[config.mk]
export PLATFORM = sky130hd
export DESIGN_NAME = paralelo_serial_tx
export DESIGN_NICKNAME = d
export VERILOG_FILES = /design/src/rtl/paralelo_serial_tx.sv
export SDC_FILE = /design/constraint.sdc
export NUM_CORES = 1
export LEC_CHECK = 0
export CAP_MARGIN = 30
export CORE_MARGIN = 2
export CORE_UTILIZATION = 43
export CTS_CLUSTER_SIZE = 24
export DETAILED_ROUTE_END_ITERATION = 8
export PLACE_DENSITY = 0.73
export SLEW_MARGIN = 5
export SYNTH_ARGS = -nofsm -noshare
export SYNTH_HDL_FRONTEND = slang
export SYNTH_SLANG_ARGS = --single-unit
[constraint.sdc]
create_clock -name clk -period 1.4 [get_ports clk]
set_input_delay 0.14 -clock clk [delete_from_list [all_inputs] [get_ports clk]]
set_output_delay 0.14 -clock clk [all_outputs]
set_load 0.05 [all_outputs]
[src/rtl/paralelo_serial_tx.sv]
// Serializes one byte per 8 clk cycles MSB-first: a COM preamble after reset, then data or IDLE filler.
// Bytes appear 1 cycle after their load edge; no backpressure. Optional BYTE_COUNT_EN adds the byte_count port.
module paralelo_serial_tx #(
  parameter int unsigned SYNC_COUNT = 4,
  parameter logic [7:0]  COM_BYTE   = 8'hBC,
  parameter logic [7:0]  IDLE_BYTE  = 8'h7C
) (
  input  logic        clk,
  input  logic        reset_L,
  input  logic [7:0]  data_in,
  input  logic        valid_in,
  output logic        data_out,
  output logic        byte_strobe,
`ifdef BYTE_COUNT_EN
  output logic [15:0] byte_count,
`endif
  output logic        sync_done
);

  typedef enum logic {SYNC_ST, DATA_ST} state_t;

  localparam logic [3:0] SYNC_CNT = 4'(SYNC_COUNT);

  state_t      state;
  state_t      state_nxt;
  logic [2:0]  bit_cnt;
  logic [7:0]  shift_reg;
  logic [3:0]  com_cnt;
  logic        load_edge;
  logic        com_load;
  logic [7:0]  next_byte;

  assign load_edge = (bit_cnt == 3'd7);
  // Preamble slots still owed; with SYNC_COUNT==1 the first load edge already takes data.
  assign com_load  = (state == SYNC_ST) && (com_cnt < SYNC_CNT);

  always_ff @(posedge clk or negedge reset_L) begin
    if (!reset_L) begin
      state <= SYNC_ST;
    end else begin
      state <= state_nxt;
    end
  end

  always_comb begin
    state_nxt = state;
    if (load_edge && (state == SYNC_ST)) begin
      if (!com_load || ((com_cnt + 4'd1) == SYNC_CNT)) begin
        state_nxt = DATA_ST;
      end
    end
  end

  always_comb begin
    byte_strobe = load_edge;
    sync_done   = (state == DATA_ST);
    data_out    = shift_reg[7];
  end

  always_comb begin
    next_byte = IDLE_BYTE;
    if (com_load) begin
      next_byte = COM_BYTE;
    end else if (valid_in) begin
      next_byte = data_in;
    end
  end

  always_ff @(posedge clk or negedge reset_L) begin
    if (!reset_L) begin
      bit_cnt   <= 3'd0;
      shift_reg <= COM_BYTE;
      com_cnt   <= 4'd1;
    end else begin
      bit_cnt <= bit_cnt + 3'd1;
      if (load_edge) begin
        shift_reg <= next_byte;
        if (com_load) begin
          com_cnt <= com_cnt + 4'd1;
        end
      end else begin
        shift_reg <= {shift_reg[6:0], 1'b0};
      end
    end
  end

`ifdef BYTE_COUNT_EN
  always_ff @(posedge clk or negedge reset_L) begin
    if (!reset_L) begin
      byte_count <= 16'd0;
    end else if (load_edge && !com_load && valid_in) begin
      byte_count <= byte_count + 16'd1;
    end
  end
`endif

endmodule

# Word-level counts from Yosys, hierarchy flattened
# Cells that the tools add are included.
# word_totals
ff_bits,16
input_bits,11
out_inout_bits,3
elab_cells,19
# classes
add_sub_neg,2
order_cmp,1
eq_ne,2
n_mux,3
bitwise,1
reduce_logical,6
# op_table
operator,count
8-bit two-way mux,3
"4-bit by 1-bit adder with 4-bit output, second input constant",1
"4-bit by 3-bit == test with 1-bit output, second input constant",1
"4-bit by 3-bit < comparator with 1-bit output, second input constant",1
2-bit AND reduction,2
"3-bit by 1-bit adder with 3-bit output, second input constant",1
"3-bit == test, second input constant",1
1-bit logical AND,2
1-bit logical NOT,1
1-bit logical OR,1
1-bit NOT,1

# Depth between registers and ports, before layout
# depth
ltp_word,5
mapped_depth,5
mapped_depth_nobuf,4

# Worst setup path before layout
# OpenSTA, ideal clock, no wires.
# synth_timing
path_kind,register to register
startpoint,register bit_cnt[0]
endpoint,register com_cnt[1]
setup_ns,0.125
t_arrival_ns,1.712
t_required_ns,1.275
slack_ns,-0.437
stages_incl_launch_ff,5
path_buffers,0
period_less_slack_ns,1.837
cell_sequence,dfrtp_1 ha_1 ha_1 nor4b_4 mux2_4
# synth_between
elab_chain_len,2
# synth_rtl
element,line_no,text
start: declaration,26,logic [2:0] bit_cnt;
start signal: assignment,75,bit_cnt <= bit_cnt + 3'd1;
3-bit == test,33,assign load_edge = (bit_cnt == 3'd7);
net byte_strobe,13,"output logic byte_strobe,"
2-bit AND reduction (no source line),--,
end signal: assignment,79,com_cnt <= com_cnt + 4'd1;
end: declaration,28,logic [3:0] com_cnt;
# The timed path passes the listed nets, and every way through them passes these cells.
# A chain may end at the register's enable or synchronous reset.

# Worst setup path in the final report
# layout_timing
startpoint,register bit_cnt[0]
endpoint,output byte_strobe
# layout_between
elab_chain_len,1
# layout_rtl
element,line_no
3-bit == test,33
end: declaration,13
# Every way passes these cells.

==> results.cfg <==
[timing]
hold_viol_final = 0
rsz0062_at_grt = true
min_period_ns = 1.440
fin_crit_sh_pct = 102.9
fmax_mhz = 694.5
fin_skew_ns = 0.001199
max_slew_margin_pct = 77.49
slew_viol_final = 0
setup_violations = 4
worst_pin_slew_ns = 0.3369
finalWorstSetupSlack_ns = -0.03996

[layout]
final_layout_size_suffix_gt1_share_pct = 42.03
fillers = 113
utilization_pct = 65.46
seq_area_um2 = 407.9
fin_area_um2 = 974.7
diodes = 0
largest_register_ffs = 8
multiInputGateArea_um2 = 254.0
syn2layout_area_growth_pct = 45.07
fin_nets = 84

[route]
drt-initial-drc-count = 0
drc = 0
vias_per_cell = 4.918
first_pass_iters = 1
routed_wl_um = 1080
num_vias = 418
avgRoutedWirePerCell_um = 12.71
drtAntennaViolNets = 0

[worst_setup_path]
reg2reg_from = bit_cnt[0]
critPathLaunchType = flop
end_kind = output pin
r2r-end = shift_reg[2]
endpoint = byte_strobe
ff2ff_setup_slack_ns = -0.01
cp-startpoint = bit_cnt[0]
critical_path_class = reg2out
arrival_ns = 1.30
path_max_fanout = 3
cp_data_required_time_ns = 1.26
r2r_cells = 6

[logic_synthesis]
synth_area_leaders = dfrtp_1 (37%), dfstp_2 (23%), ha_1 (5.6%), o311ai_4 (3.9%), o22a_1 (3.9%)
ys_ff_latch = 16
syn-cell-area_um2 = 671.9
syn_area_per_cell_um2 = 14.30
synth_warnings = 0
netlist.area_leader.share_pct = 37.24
synth_nets = 61
yosysUniqueCellTypes = 22
syn-instance-count = 47
ys_seq_area_share_pct = 60.71
synth_top_area_cell = dfrtp_1

[global_routing]
first_global_vias = 428
grt_start_max_net_pins = 17
antenna_found_initial = 0
grt_pass1_wl_um = 1876
gr-total-overflow = 0
grt.total_usage_pct = 13.90

[power_and_ir_drop]
clkPwrFrac_pct = 34.8
p_sw_share_pct = 19.60
combPwrFrac_pct = 8.0
p_switching_w = 0.0001651
internal_power_w = 0.0006772
power.leakage_nw = 0.4159
vdd_drop_max_uv = 560.1
pwr_density_cell_mw_per_mm2 = 864.1
p_seq_share_pct = 57.2

[placed_design]
placed_cell_area_um2 = 880.8
io_buffer_count = 13
dpl.hpwl_um = 800.1
gp_congestion = 0.7602

[outcome]
violations = setup timing
status = finished with violations

[floorplan]
die_width_um = 43.53
dieHeight_um = 43.53
io_pins = 14
row_count = 14
die-area_mm2 = 0.001895
initial_core_util_pct = 45.13
core_area_mm2 = 0.001489

[clock_tree]
clockBufferDepth = 2
clk_pin_slew_worst_paths_ns = 0.09
root_buffer = clkbuf_4
tritoncts = built
htreeDepth = 1
clkLatencyLatePin_ns = 0.28
cts_sinks = 16
cts_buffers = 3
ctsHoldBuffers = 0

[hold_path]
hp-class = in2async

[job]
maxCapViolations = 0
-- layout make-up --
type | instances | area share (%)
sequential | 16 | 41.85
multi-input combinational | 24 | 26.06
timing repair buffer | 20 | 24.39
clock buffer | 4 | 3.723
tap | 16 | 2.054
inverter | 5 | 1.926
-- stage by stage --
stage | std cells | setup TNS, ns | setup slack, ns | hold slack [ns] | power, W
2_1_floorplan | 47 | -0.1019 | -0.1019 | -0.1556 | 0.0005076
3_3_place_gp | 77 | 0 | 0.06351 | 0.4118 | 0.0005561
3_5_place_dp | 77 | 0 | 0.01301 | 0.4225 | 0.0005578
4_1_cts | 84 | -0.09199 | -0.05696 | 0.1576 | 0.0008573
5_1_grt | 85 | -0.6186 | -0.1066 | 0.1731 | 0.0008852
6_report | 85 | -0.05483 | -0.03996 | 0.1634 | 0.0008423
-- synthesized netlist by cell type, drive strengths merged --
cell type	n
dfrtp	10
dfstp	6
inv	5
ha	3
nor2	3
o22a	3
nand2b	2
a21o	1
a31o	1
a31oi	1
a41oi	1
buf	1
clkbuf	1
mux2	1
nand2	1
nor2b	1
nor4b	1
o22ai	1
o311ai	1
o31ai	1
or3	1
xor2	1
-- per-layer routing --
metal	up-vias	global-route usage [%]	routed length (µm)
met5	-	0	0
met4	0	5.455	8
met3	2	6.250	44
met2	8	20.60	576
met1	199	17.89	451
li1	209	-	-
-- critical path, cell delays in order, from the launching register on --
cell,delay (ns)
dfrtp_1,0.40
ha_2,0.19
ha_4,0.17
buf_12,0.12
buf_12,0.14
-- timing repair --
item | 4_1_cts | 5_1_grt
setup buffers | 3 | 1
gates resized for setup | 4 | 0
setup endpoints to repair | 2 | 10
pin swaps | 5 | 1
-- worst min path at each step --
stage          startpoint          to  slack, ns
5_1_grt           reset_L   sync_done       0.17
2_1_floorplan     reset_L  bit_cnt[0]      -0.16
3_5_place_dp   bit_cnt[0]  bit_cnt[0]       0.42
6_report          reset_L   sync_done       0.16
3_3_place_gp   bit_cnt[0]  bit_cnt[0]       0.41
4_1_cts           reset_L   sync_done       0.16
-- cell usage in the layout, fill, tap and decap left out, drive strengths merged --
cell / n
clkdlybuf4s50: 10
o311ai: 1
mux2: 1
nand2: 1
buf: 10
nand2b: 2
nor4b: 1
dfstp: 6
inv: 5
nor2b: 1
a31oi: 1
ha: 3
o22a: 3
nor2: 3
a41oi: 1
or3: 1
dfrtp: 10
o31ai: 1
a31o: 1
a21o: 1
xor2: 1
clkbuf: 4
o22ai: 1
-- cells by family after synthesis --
family | Yosys count | share of synthesized area (%)
muxes | 1 | 2.234
buffers and inverters | 7 | 4.096
DFF | 16 | 60.71
AOI/OAI and AO/OA | 10 | 15.83
adders and majority gates | 3 | 5.587
and+or+nand+nor | 9 | 10.24
xor gates and xnor gates | 1 | 1.304
-- power groups by stage --
stage                     clock [W]  combinational [W]  sequential [W]
after detailed placement          0          0.0000676        0.000490
after CTS                  0.000307          0.0000682        0.000482
final                      0.000293          0.0000671        0.000482
after global routing       0.000328          0.0000738        0.000483
after floorplan                   0          0.0000137        0.000494
after global placement            0          0.0000667        0.000489
Note: power is estimated with default switching activity, not from simulation.
